### src/rtl/debug_frame_tx.sv
// Purpose : serialises a captured pipeline snapshot into a framed UART byte stream
//           (0xA5, length, payload words MSB byte first, XOR checksum).
// Latency : first o_tx_start one cycle after the accepted i_send; each next byte one
//           cycle after the previous byte's i_tx_done.
// Backpressure: paced entirely by i_tx_done; i_send is dropped while a frame is in flight.
//
// Ports:
//   clk           single clock, rising edge
//   i_rst         synchronous active-high reset; aborts any frame in progress
//   i_send        one-cycle capture/transmit request (honoured only when idle)
//   i_snapshot    N_WORDS packed 32-bit words, word k at bits [k*32+31:k*32]
//   i_tx_done     one-cycle pulse from uart_tx when the current byte has finished
//   o_tx_start    one-cycle pulse asking uart_tx to send o_data
//   o_data        byte presented to uart_tx, stable until its i_tx_done
//   o_busy        high from the cycle after capture until the frame completes
//   o_frame_done  one-cycle pulse after the last byte's i_tx_done
module debug_frame_tx #(
  parameter int NB_DATA = 8,
  parameter int NB_32   = 32,
  parameter int N_WORDS = 8
) (
  input  logic                     clk,
  input  logic                     i_rst,
  input  logic                     i_send,
  input  logic [N_WORDS*NB_32-1:0] i_snapshot,
  input  logic                     i_tx_done,
  output logic                     o_tx_start,
  output logic [NB_DATA-1:0]       o_data,
  output logic                     o_busy,
  output logic                     o_frame_done
);

  localparam int                 BUF_W    = N_WORDS * NB_32;
  localparam int                 OFF_W    = $clog2(BUF_W);
  // Byte index of the checksum: header, length, 4 bytes per word, checksum.
  localparam logic [7:0]         LAST_IDX = 8'(4 * N_WORDS + 2);
  localparam logic [NB_DATA-1:0] HDR_BYTE = NB_DATA'(8'hA5);
  localparam logic [NB_DATA-1:0] LEN_BYTE = NB_DATA'(N_WORDS);

  typedef enum logic [1:0] {
    IDLE  = 2'd0,
    START = 2'd1,
    WAIT  = 2'd2,
    DONE  = 2'd3
  } state_t;

  state_t               state_q;
  state_t               state_d;
  logic [BUF_W-1:0]     snap_q;
  logic [7:0]           idx_q;
  logic [7:0]           idx_d;
  logic [NB_DATA-1:0]   csum_q;
  logic [NB_DATA-1:0]   csum_d;
  logic                 capture;
  logic                 tx_start_d;
  logic                 frame_done_d;

  logic [7:0]           pay_idx;
  logic [5:0]           word_sel;
  logic [1:0]           lane;
  logic [OFF_W-1:0]     bit_off;
  logic [NB_DATA-1:0]   next_byte;

  // Next-state logic. Only WAIT looks at i_tx_done and only IDLE looks at
  // i_send, so stray pulses in any other state fall through harmlessly.
  always_comb begin
    state_d      = state_q;
    idx_d        = idx_q;
    csum_d       = csum_q;
    capture      = 1'b0;
    tx_start_d   = 1'b0;
    frame_done_d = 1'b0;

    case (state_q)
      IDLE: begin
        if (i_send) begin
          capture    = 1'b1;
          idx_d      = 8'd0;
          csum_d     = '0;
          tx_start_d = 1'b1;
          state_d    = START;
        end
      end

      START: begin
        state_d = WAIT;
      end

      WAIT: begin
        if (i_tx_done) begin
          // o_data still holds the byte that just finished; fold it into the
          // running checksum unless it was the header.
          if (idx_q != 8'd0) begin
            csum_d = csum_q ^ o_data;
          end
          if (idx_q == LAST_IDX) begin
            frame_done_d = 1'b1;
            state_d      = DONE;
          end else begin
            idx_d      = idx_q + 8'd1;
            tx_start_d = 1'b1;
            state_d    = START;
          end
        end
      end

      DONE: begin
        state_d = IDLE;
      end

      default: begin
        state_d = IDLE;
      end
    endcase
  end

  // Byte selection for the upcoming index. Kept apart from the FSM block so the
  // checksum byte can use the already-updated csum_d without a combinational loop.
  always_comb begin
    pay_idx  = idx_d - 8'd2;
    word_sel = pay_idx[7:2];
    lane     = pay_idx[1:0];
    // lane 0 is the MSB byte of the word
    bit_off  = OFF_W'(int'(word_sel) * NB_32 + int'(2'd3 - lane) * NB_DATA);

    if (idx_d == 8'd0) begin
      next_byte = HDR_BYTE;
    end else if (idx_d == 8'd1) begin
      next_byte = LEN_BYTE;
    end else if (idx_d == LAST_IDX) begin
      next_byte = csum_d;
    end else begin
      next_byte = snap_q[bit_off +: NB_DATA];
    end
  end

  // Snapshot buffer: written only on an accepted request, so it is frozen for
  // the whole frame regardless of what i_snapshot does.
  always_ff @(posedge clk) begin
    if (!i_rst && capture) begin
      snap_q <= i_snapshot;
    end
  end

  always_ff @(posedge clk) begin
    if (i_rst) begin
      state_q      <= IDLE;
      idx_q        <= 8'd0;
      csum_q       <= '0;
      o_tx_start   <= 1'b0;
      o_data       <= '0;
      o_busy       <= 1'b0;
      o_frame_done <= 1'b0;
    end else begin
      state_q      <= state_d;
      idx_q        <= idx_d;
      csum_q       <= csum_d;
      o_tx_start   <= tx_start_d;
      o_busy       <= (state_d != IDLE);
      o_frame_done <= frame_done_d;
      // o_data only moves when a new byte is launched, which keeps it stable
      // from o_tx_start through the matching i_tx_done.
      if (tx_start_d) begin
        o_data <= next_byte;
      end
    end
  end

endmodule

### config.mk
export PLATFORM = sky130hd
export DESIGN_NAME = debug_frame_tx
export DESIGN_NICKNAME = d
export VERILOG_FILES = /design/src/rtl/debug_frame_tx.sv
export SDC_FILE = /design/constraint.sdc
export NUM_CORES = 1
export LEC_CHECK = 0
export BUFFER_PORTS_ARGS = -buffer_cell sky130_fd_sc_hd__buf_2
export CAP_MARGIN = 20
export CORE_MARGIN = 4
export CORE_UTILIZATION = 45
export CTS_CLUSTER_DIAMETER = 30
export CTS_CLUSTER_SIZE = 20
export DETAILED_ROUTE_END_ITERATION = 10
export PLACE_DENSITY = 0.71
export SLEW_MARGIN = 10
export SYNTH_ARGS = -nofsm -noshare
export SYNTH_HDL_FRONTEND = slang
export SYNTH_SLANG_ARGS = --single-unit
### constraint.sdc
create_clock -name clk -period 15.1 [get_ports clk]
set_clock_uncertainty 0.15 [all_clocks]
set_input_delay 0 -clock clk [delete_from_list [all_inputs] [get_ports clk]]
set_output_delay 0 -clock clk [all_outputs]
set_load 0.01 [all_outputs]
==> results.toml, run 1 <==
[status]
outcome = "stopped before the end"
haltStage = "4_1_cts"
firstError = "[ERROR RSZ-0060] Max buffer count reached."

[logic_synthesis]
synth_area_leaders = "edfxtp_1 64%, nand2_1 5.1%, dfxtp_1 4.8%, mux2i_1 4.3%, nand3_1 2.9%"
ys_seq_area_share_pct = 68.9
synth_top_area_share_pct = 64.1
synthMostInstantiatedCell = "edfxtp_1"
syn_nets = 1168
synth-seq-cells = 285
avgSynthCellArea_um2 = 13.3
synth_edf_count = 256
yosys-top-cells-count = "256 x edfxtp_1, 162 x nand2_1, 70 x nand3_1"
ys.flop_type = "edfxtp_1"
postSynth.asyncResetShare_pct = 0
synthCells = 904
yosysTopAreaCell = "edfxtp_1"
synth_cell_types = 77
synth_warnings = 0
syn_area_um2 = 12000

[die]
initial_core_util_pct = 45.9
ios = 271
fp.dieW_um = 171
die_h_um = 171
rows = 59

[clocking]
ctsResizeCount = 0
cts_made_buffers = 61
root_buffer = "clkbuf_16"
clock_path_buffers = 3
cts.sinks = 285
hold_buffers = 318
htreeDepth = 2
post_cts_buffers = 0

[placed_design]
portBuffers = 270
routabilityCongestion = 0.980
place_hpwl_um = 25200
placed_cells_incl_taps = 1465
pre_cts_ws_ns = 9.97
through the flow:
stage / util (%) / area, µm²
2_1_floorplan: - / 12000
3_3_place_gp: 52.2 / 13600
3_5_place_dp: 52.2 / 13600
cells by family after synthesis:
kind of cell             Yosys count  synth area share (%)
AO/OA/AOI/OAI                    139                  8.60
XOR/XNOR                          11                 0.803
adder cells (fa/ha/maj)            4                 0.417
buffers and inverters             63                  2.22
flip-flops                       285                  68.9
multiplexers                      63                  5.87
AND/OR/NAND/NOR                  339                  13.2
==> inputs of run 2 (changes only) <==
CORE_UTILIZATION = 30   (was 45)
CTS_CLUSTER_DIAMETER = unset   (was 30)
CTS_CLUSTER_SIZE = unset   (was 20)
PLACE_DENSITY = unset   (was 0.71)
PLACE_DENSITY_LB_ADDON = 0.15   (was unset)
==> run 2 against run 1 <==
Net effect: the run now ends clean; area after synthesis stayed put; synthesized cell count stayed put.
==> results.toml, run 2 <==
[worst_setup_path]
critPathArrivalTime_ns = 5.60
crit_type = "reg2reg"
required_ns = 15.41
path_buf_inv = 3
cp_max_fo = 61
slowest_stage = "or4_1"
crit_chain = "clkinv_1 -> ha_1 -> and4b_1 -> a221o_2 -> inv_2 -> buf_4 -> ha_1 -> a221o_1 -> nand2_1 -> or4_1 -> a221oi_2 -> nor4_1 -> o31ai_1"
cp-end-kind = "flop"
crit_path_start_kind = "flop"
slowest_delay_ns = 0.75
critPathTopFamily = "simple AND/OR/NAND/NOR gates"
crit_top_cell = "ha_1"

[routing]
wl_um = 43400
route.vias.total = 9882
vias_per_cell = 4.86
ant_nets = 0
drt_first_pass_iters = 5
drtIter0Drc = 718
drc = 0
wl_per_cell_um = 21.3

[timing]
slew_headroom_pct = 28.1
hold_slack_ns = 0.0251
setup_tns_ns = 0
setup_viol = 0
rsz0062_at_grt = "false"
min_period_ns = 5.29
hold_violations = 0
fin_crit_sh_pct = 35.0
slew_violations = 0
fmax_mhz = 189
worst_slew_pin_slew_ns = 1.08

[logic_synthesis]
syn_nets = 1168
syn_area_um2 = 12000
synth_top_area_share_pct = 64.1
synth_warnings = 0
avgSynthCellArea_um2 = 13.3
synth_cell_types = 77
ys.flop_type = "edfxtp_1"
yosysTopAreaCell = "edfxtp_1"
synthCells = 904
synth_area_leaders = "edfxtp_1 64%, nand2_1 5.1%, dfxtp_1 4.8%, mux2i_1 4.3%, nand3_1 2.9%"
synth-seq-cells = 285
synth_edf_count = 256
synthMostInstantiatedCell = "edfxtp_1"
postSynth.asyncResetShare_pct = 0
ys_seq_area_share_pct = 68.9
yosys-top-cells-count = "256 x edfxtp_1, 162 x nand2_1, 70 x nand3_1"

[placed_design]
placed_cells_incl_taps = 1650
routabilityCongestion = 0.911
portBuffers = 270
place_hpwl_um = 28500

[layout]
final_cell_mix = "320 x dlygate4sd3_1, 270 x buf_2, 256 x edfxtp_1"
final_nets = 1753
stdcell_count = 2033
largest_reg_flops = 256
synthToLayoutAreaGrowth_pct = 51.8
top_register = "snap_q"
diodes = 0
final_common_cell = "dlygate4sd3_1"
drive_above_1_share_pct = 23.8

[power]
p_clk_share_pct = 42.9
p_seq_share_pct = 47.0
switching_power_uw = 441
p_int_mw = 1.50
combPwrFrac_pct = 10.2
leakage_nw = 6.98
power_density_nw_per_um2 = 107
switching_share_pct = 22.7
vdd_ir_drop_max_mv = 0.0729

[clocking]
insertion_delay_ns = 0.54
tritoncts = "done"
ctsResizeCount = 0
clock_path_buffers = 3
cts.sinks = 285
cts.clk_slew.worst_paths_ns = 0.06
root_buffer = "clkbuf_16"
htreeDepth = 2
cts_made_buffers = 35

[die]
core-area_um2 = 39100
initial_core_util_pct = 30.7
dieArea_um2 = 43300
rows = 72
fp.dieW_um = 208
ios = 271
die_h_um = 208

[flow_run]
maxCapViolations = 0

[grt]
grtUsageTotal_pct = 19.6
antenna_found_initial = 0
grt_pass1_wl_um = 64300
grt_remaining_overflow = 0
grt_pass1_vias = 10394
grt_max_degree = 86

[hold_path]
hold_class = "in2reg"

[status]
outcome = "finished clean"
[run 2: cell counts after synthesis]
No cell type changed its count.
[run 2: cell families after synthesis]
group,count (synthesis),share of synthesized area (%)
DFF,285,68.9
adders and majority gates,4,0.417
xor gates and xnor gates,11,0.803
AOI/OAI and AO/OA,139,8.60
muxes,63,5.87
and+or+nand+nor,339,13.2
buffers and inverters,63,2.22
[run 2: area by class of cell]
| cell class | count | area, µm² |
|---|---|---|
| multi-input cells | 556 | 3490 |
| repair buffers | 602 | 4640 |
| well taps | 518 | 648 |
| clock buffers | 41 | 898 |
| fillers | 3587 | 20900 |
| inverters | 9 | 33.8 |
| flip-flops and latches | 285 | 8270 |
| clock inverters | 22 | 229 |
[run 2: per-layer routing]
layer	global-route usage, %	routed length (µm)	up-vias	share of wire [%]
li1	-	-	4630	-
met1	23.6	17200	4833	40
met2	34.7	22300	344	51
met3	4.14	2550	75	5.9
met4	6.86	1350	0	3.1
met5	0	0	-	0
[run 2: what timing repair did]
action	in CTS	in global routing
hold buffers	320	0
buffers inserted	0	0
hold endpoints to repair	276	0
[run 2: worst paths after layout]
check / start / to / slack [ns] / depth (start not counted)
worst min register to register: csum_q[3] / csum_q[3] / 0.35 / 2
worst max register to register: idx_q[0] / o_data[5] / 9.81 / 13
worst min-delay path: i_snapshot[253] / snap_q[253] / 0.03 / 2
worst max-delay path: idx_q[0] / o_data[5] / 9.81 / 13
[run 2: metrics by stage]
step	setup WS, ns	power (mW)	utilization (%)	instance area, µm²
finish	9.81	1.95	46.6	18200
detailed placement	9.83	1.06	35.5	13900
global route	9.40	2.03	46.6	18200
CTS	9.83	1.97	46.6	18200
floorplan	2.39	1.00	-	12000
global placement	9.96	1.06	35.5	13900
[run 2: power groups by stage]
| stage | Combinational, mW | Sequential [mW] | Clock (mW) |
|---|---|---|---|
| floorplan | 0.0609 | 0.940 | 0 |
| finish | 0.198 | 0.914 | 0.834 |
| global route | 0.214 | 0.916 | 0.896 |
| global placement | 0.132 | 0.930 | 0 |
| detailed placement | 0.132 | 0.930 | 0 |
| CTS | 0.197 | 0.913 | 0.857 |
Power figures use the tool's default switching activity.
